File: src/rtl/logic_issue_unit.sv
// logic_issue_unit
//   Issue / writeback stage in front of a combinational 16-bit logic unit.
//   Two pipeline stages:
//     EX  : holds an accepted instruction and drives the logic unit inputs
//     OUT : captures the logic unit result and presents it downstream
//   The register file is read at issue time. A result that is being
//   written back in the same cycle is forwarded to the issuing instruction.
//
// Ports
//   clk, rst                  clock, asynchronous active-high reset
//   in_valid / in_ready       instruction handshake
//   in_opcode, in_rd,
//   in_rs1, in_rs2            instruction fields (opcode 1xxx legal)
//   wr_en, wr_addr, wr_data   host register-file load port
//   lu_opcode, lu_a, lu_b     to logic unit
//   lu_result, lu_sel         from logic unit (combinational)
//   out_valid / out_ready     result handshake
//   out_result, out_zero,
//   out_rd, out_err           result payload
module logic_issue_unit #(
    parameter int DATA_W = 16,
    parameter int NREG   = 8,
    parameter int AW     = 3
) (
    input  logic              clk,
    input  logic              rst,
    input  logic              in_valid,
    output logic              in_ready,
    input  logic [3:0]        in_opcode,
    input  logic [AW-1:0]     in_rd,
    input  logic [AW-1:0]     in_rs1,
    input  logic [AW-1:0]     in_rs2,
    input  logic              wr_en,
    input  logic [AW-1:0]     wr_addr,
    input  logic [DATA_W-1:0] wr_data,
    output logic [3:0]        lu_opcode,
    output logic [DATA_W-1:0] lu_a,
    output logic [DATA_W-1:0] lu_b,
    input  logic [DATA_W-1:0] lu_result,
    input  logic              lu_sel,
    output logic              out_valid,
    input  logic              out_ready,
    output logic [DATA_W-1:0] out_result,
    output logic              out_zero,
    output logic [AW-1:0]     out_rd,
    output logic              out_err
);

    logic [DATA_W-1:0] rf_q [NREG];

    logic              ex_valid_q, ex_valid_d;
    logic [3:0]        ex_opcode_q, ex_opcode_d;
    logic [AW-1:0]     ex_rd_q, ex_rd_d;
    logic [DATA_W-1:0] ex_a_q, ex_a_d;
    logic [DATA_W-1:0] ex_b_q, ex_b_d;

    logic              out_valid_q, out_valid_d;
    logic [DATA_W-1:0] out_result_q, out_result_d;
    logic              out_zero_q, out_zero_d;
    logic [AW-1:0]     out_rd_q, out_rd_d;
    logic              out_err_q, out_err_d;

    logic              out_free;
    logic              ex_adv;
    logic              accept;
    logic              ex_legal;
    logic              wb_en;
    logic [DATA_W-1:0] opnd_a;
    logic [DATA_W-1:0] opnd_b;

    assign out_free = !out_valid_q || out_ready;
    assign ex_adv   = ex_valid_q && out_free;
    // in_ready is built only from stage state, never from in_valid
    assign in_ready = !ex_valid_q || ex_adv;
    assign accept   = in_valid && in_ready;
    assign ex_legal = ex_opcode_q[3];
    assign wb_en    = ex_adv && ex_legal;

    // Forward the result being written back this cycle; host writes are
    // deliberately not forwarded.
    assign opnd_a = (wb_en && (ex_rd_q == in_rs1)) ? lu_result : rf_q[in_rs1];
    assign opnd_b = (wb_en && (ex_rd_q == in_rs2)) ? lu_result : rf_q[in_rs2];

    always_comb begin
        ex_valid_d   = ex_valid_q;
        ex_opcode_d  = ex_opcode_q;
        ex_rd_d      = ex_rd_q;
        ex_a_d       = ex_a_q;
        ex_b_d       = ex_b_q;
        out_valid_d  = out_valid_q;
        out_result_d = out_result_q;
        out_zero_d   = out_zero_q;
        out_rd_d     = out_rd_q;
        out_err_d    = out_err_q;

        if (accept) begin
            ex_valid_d  = 1'b1;
            ex_opcode_d = in_opcode;
            ex_rd_d     = in_rd;
            ex_a_d      = opnd_a;
            ex_b_d      = opnd_b;
        end else if (ex_adv) begin
            ex_valid_d = 1'b0;
        end

        if (ex_adv) begin
            out_valid_d  = 1'b1;
            out_result_d = ex_legal ? lu_result : '0;
            out_zero_d   = ex_legal ? lu_sel : 1'b0;
            out_rd_d     = ex_rd_q;
            out_err_d    = !ex_legal;
        end else if (out_ready) begin
            out_valid_d = 1'b0;
        end
    end

    always_ff @(posedge clk or posedge rst) begin
        if (rst) begin
            ex_valid_q   <= 1'b0;
            ex_opcode_q  <= '0;
            ex_rd_q      <= '0;
            ex_a_q       <= '0;
            ex_b_q       <= '0;
            out_valid_q  <= 1'b0;
            out_result_q <= '0;
            out_zero_q   <= 1'b0;
            out_rd_q     <= '0;
            out_err_q    <= 1'b0;
        end else begin
            ex_valid_q   <= ex_valid_d;
            ex_opcode_q  <= ex_opcode_d;
            ex_rd_q      <= ex_rd_d;
            ex_a_q       <= ex_a_d;
            ex_b_q       <= ex_b_d;
            out_valid_q  <= out_valid_d;
            out_result_q <= out_result_d;
            out_zero_q   <= out_zero_d;
            out_rd_q     <= out_rd_d;
            out_err_q    <= out_err_d;
        end
    end

    // Writeback has priority over a host write to the same register.
    always_ff @(posedge clk or posedge rst) begin
        if (rst) begin
            for (int i = 0; i < NREG; i++) rf_q[i] <= '0;
        end else begin
            for (int i = 0; i < NREG; i++) begin
                if (wb_en && (ex_rd_q == AW'(i)))
                    rf_q[i] <= lu_result;
                else if (wr_en && (wr_addr == AW'(i)))
                    rf_q[i] <= wr_data;
            end
        end
    end

    assign lu_opcode  = ex_opcode_q;
    assign lu_a       = ex_a_q;
    assign lu_b       = ex_b_q;
    assign out_valid  = out_valid_q;
    assign out_result = out_result_q;
    assign out_zero   = out_zero_q;
    assign out_rd     = out_rd_q;
    assign out_err    = out_err_q;

endmodule

File: config.mk
export PLATFORM = sky130hd
export DESIGN_NAME = logic_issue_unit
export DESIGN_NICKNAME = d
export VERILOG_FILES = /design/src/rtl/logic_issue_unit.sv
export SDC_FILE = /design/constraint.sdc
export NUM_CORES = 1
export LEC_CHECK = 0
export BUFFER_PORTS_ARGS = -buffer_cell sky130_fd_sc_hd__clkbuf_2
export CAP_MARGIN = 20
export CORE_ASPECT_RATIO = 1.75
export CORE_UTILIZATION = 55
export DETAILED_ROUTE_END_ITERATION = 12
export PLACE_DENSITY = 0.73
export SLEW_MARGIN = 20
export SYNTH_ARGS = -nofsm -noshare
export SYNTH_HDL_FRONTEND = slang
export SYNTH_SLANG_ARGS = --single-unit
File: constraint.sdc
create_clock -name clk -period 8.05 [get_ports clk]
set_clock_uncertainty 0.2 [all_clocks]
set_input_delay 0.805 -clock clk [delete_from_list [all_inputs] [get_ports clk]]
set_output_delay 0.805 -clock clk [all_outputs]
set_load 0.01 [all_outputs]
==> results.yml <==
outcome:
  status: "finished, final reports clean"
synthesis:
  synth_area_leader_cell: "dfrtp_1"
  synth_edf_count: 0
  syn_area_um2: 10630
  yosysMostFrequentCell: "dfrtp_1"
  yosysSeqAreaShare_pct: 44.74
  yosysWarnings: 0
  synthesis.instances: 956
  synth_top_area_share_pct: 44.74
  synth_area_per_cell_um2: 11.12
  async_flop_share_pct: 100.0
  synth_top_cells_by_area: "dfrtp_1, mux2i_1, mux4_2, o21ai_0, a21oi_1"
  syn_nets: 1010
  synth_common_cells: "dfrtp_1, mux2i_1, o21ai_0"
  ys_ff_latch: 190
  ys.flop_type: "dfrtp_1"
  yosysUniqueCellTypes: 34
cts:
  numCtsBuffers: 17
  post_cts_buffers: 0
  cts-root-buf: "clkbuf_16"
  ctsHoldBuffers: 0
  path_clk_slew_ns: 0.07
  htreeDepth: 4
  cts_resized: 0
  clk_path_buf_depth: 2
  clock-sinks: 190
  cts_tree: "built"
  clock_latency_ns: 0.44
timing:
  worstMarginPinSlew_ns: 1.116
  min_period_ns: 3.135
  finalSetupTns_ns: 0
  finalMaxSlewViolations: 0
  maxSlewHeadroom_pct: 25.57
  rsz0062_at_grt: "false"
  setup_violations: 0
  whs_ns: 0.2748
  hold_viol: 0
  timing.fmax_mhz: 319.0
  fin_crit_sh_pct: 38.95
power:
  p_switching_uw: 1113
  p_sw_share_pct: 32.51
  p_comb_share_pct: 28.8
  p_clk_share_pct: 25.0
  p_int_uw: 2311
  powerDensity_nw_per_um2: 293.1
  pwr-share-seq_pct: 46.2
  ir_drop_mv: 0.1402
  power_leakage_uw: 0.005256
floorplan:
  die_x_um: 107.1
  die_area_um2: 19900
  ios: 113
  row_count: 66
  die_h_um: 185.9
  core_um2: 18750
  start_util_pct: 56.69
routing:
  drt_iter0_drc: 589
  vias_per_cell: 6.568
  dr_wl_met2_um: 15870
  drc: 0
  ant_nets: 0
  highest_layer: "met4"
  routed_wl_um: 30850
  wl_met3_um: 1999
  drt_pre_antenna_iters: 5
  vias: 8124
  m1WireLength_um: 11110
  wl_per_cell_um: 24.94
cells_and_area:
  diodes: 0
  syn_to_final_growth_pct: 9.962
  drive_above_1_share_pct: 23.82
  fin_nets: 1043
worst_setup_path:
  critPathMaxFanout: 33
  cp_cell_sequence: "clkbuf_2, xor2_1, nor3_4, a21o_1, o21ai_0"
  cp.required_ns: 8.15
  cp.arrival_ns: 3.23
  critPathKind: "in -> reg"
  crit_buf_inv: 1
  crit_path_end_kind: "flop"
  start_kind: "primary input"
  crit_path_max_incr_delay_ns: 0.81
  crit_family: "buffers and inverters"
  crit_slowest_cell: "clkbuf_2"
global_route:
  grt_max_degree: 117
  gr-total-overflow: 0
  antenna_found_initial: 0
  grt_pass1_wl_um: 47200
  grt_pass1_vias: 8370
  track_usage_pct: 32.87
run:
  cap_violations: 0
place:
  portBuffers: 112
  dp_hpwl_um: 19160
  gp_congestion: 0.8020
min_path:
  hold_path.class: "reg -> reg"
-- flip-flops by register name, summed over array words and instances, names as in the netlist --
signal      flops
ex_rd_q         3
out_result     16
rf_q          128
out_zero        1
out_rd          3
lu_b           16
ex_valid_q      1
out_valid       1
lu_opcode       4
lu_a           16
out_err         1
-- power by group through the flow --
stage               clock network [µW]  registers (µW)  logic [µW]
finish                             858            1580         986
global route                       897            1610        1080
CTS                                864            1570         989
detailed placement                   0            1580         989
global placement                     0            1560         948
floorplan                            0            1510         705
-- stage by stage --
| step | total power (µW) | instances | cell area [µm²] | setup slack (ns) | utilization, % |
|---|---|---|---|---|---|
| 6_report | 3425 | 1237 | 11690 | 4.915 | 62.33 |
| 5_1_grt | 3588 | 1237 | 11690 | 4.821 | 62.33 |
| 4_1_cts | 3421 | 1237 | 11680 | 5.001 | 62.32 |
| 3_5_place_dp | 2566 | 1208 | 11100 | 4.523 | 59.21 |
| 3_3_place_gp | 2505 | 1208 | 11100 | 4.651 | 59.21 |
| 2_1_floorplan | 2220 | 956 | 10630 | 1.875 | - |
-- layout by cell type (no fill, tap or decap), drive strengths merged, types with 2 or more instances in the layout --
cell,Yosys,routed
and3b,2,2
a221o,5,5
nor3,4,4
nor3b,3,3
o21ai,93,93
mux4,64,64
mux2i,160,160
nand2,86,86
clkbuf,70,136
a32oi,27,27
nand2b,4,4
a211oi,5,5
nand4b,4,4
nand4,5,5
mux2,10,10
clkinv,0,2
buf,47,19
and4b,3,3
a21oi,80,80
bufinv,0,2
xor2,6,6
a21o,2,2
and3,2,2
dfrtp,190,190
nor2,80,80
-- final timing paths --
check	startpoint	endpoint	slack, ns	cells after the start
worst max-delay path	in_rs2[2]	lu_b[4]$_DFFE_PP0P_	4.91	5
worst min-delay path	out_result[4]$_DFFE_PP0P_	out_result[4]$_DFFE_PP0P_	0.27	2
worst max register to register	lu_opcode[3]$_DFFE_PP0P_	lu_a[5]$_DFFE_PP0P_	5.35	3
worst min register to register	out_result[4]$_DFFE_PP0P_	out_result[4]$_DFFE_PP0P_	0.27	2
max in group asynchronous	rst	rf_q[58]$_DFFE_PP0P_	5.79	3
min in group asynchronous	rst	out_err$_DFFE_PP0P_	0.28	2
-- cell type report --
type                       count  area (µm²)
tap                          238       297.8
fill                        1510        7061
inverter                       1       11.26
clock inverter                 5       81.33
sequential                   190        4755
timing repair buffer         131       703.2
clock buffer                  24       501.7
multi-input combinational    648        5335
-- metal layers --
layer / GRT usage, % / vias to the layer above
met4: 21.21 / 0
met1: 38.01 / 4096
met5: 0 / -
met2: 56.00 / 372
li1: - / 3540
met3: 5.707 / 116
-- worst reg2reg max path, delay by kind of cell (launching register included) --
family	cells	cell delay, ns
simple gates	2	1.42
flops	1	0.84
compound gates	1	0.18
-- kinds of logic (layout without fill, tap and decap cells) --
| logic type | count (synthesis) | after routing | synth area share, % |
|---|---|---|---|
| AO/OA/AOI/OAI | 212 | 212 | 11.34 |
| multiplexers | 234 | 234 | 29.84 |
| flip-flops | 190 | 190 | 44.74 |
| AND/OR/NAND/NOR | 196 | 196 | 8.395 |
| buffers and inverters | 118 | 161 | 5.192 |
| XOR/XNOR | 6 | 6 | 0.4945 |
(Power assumes the default switching activity.)
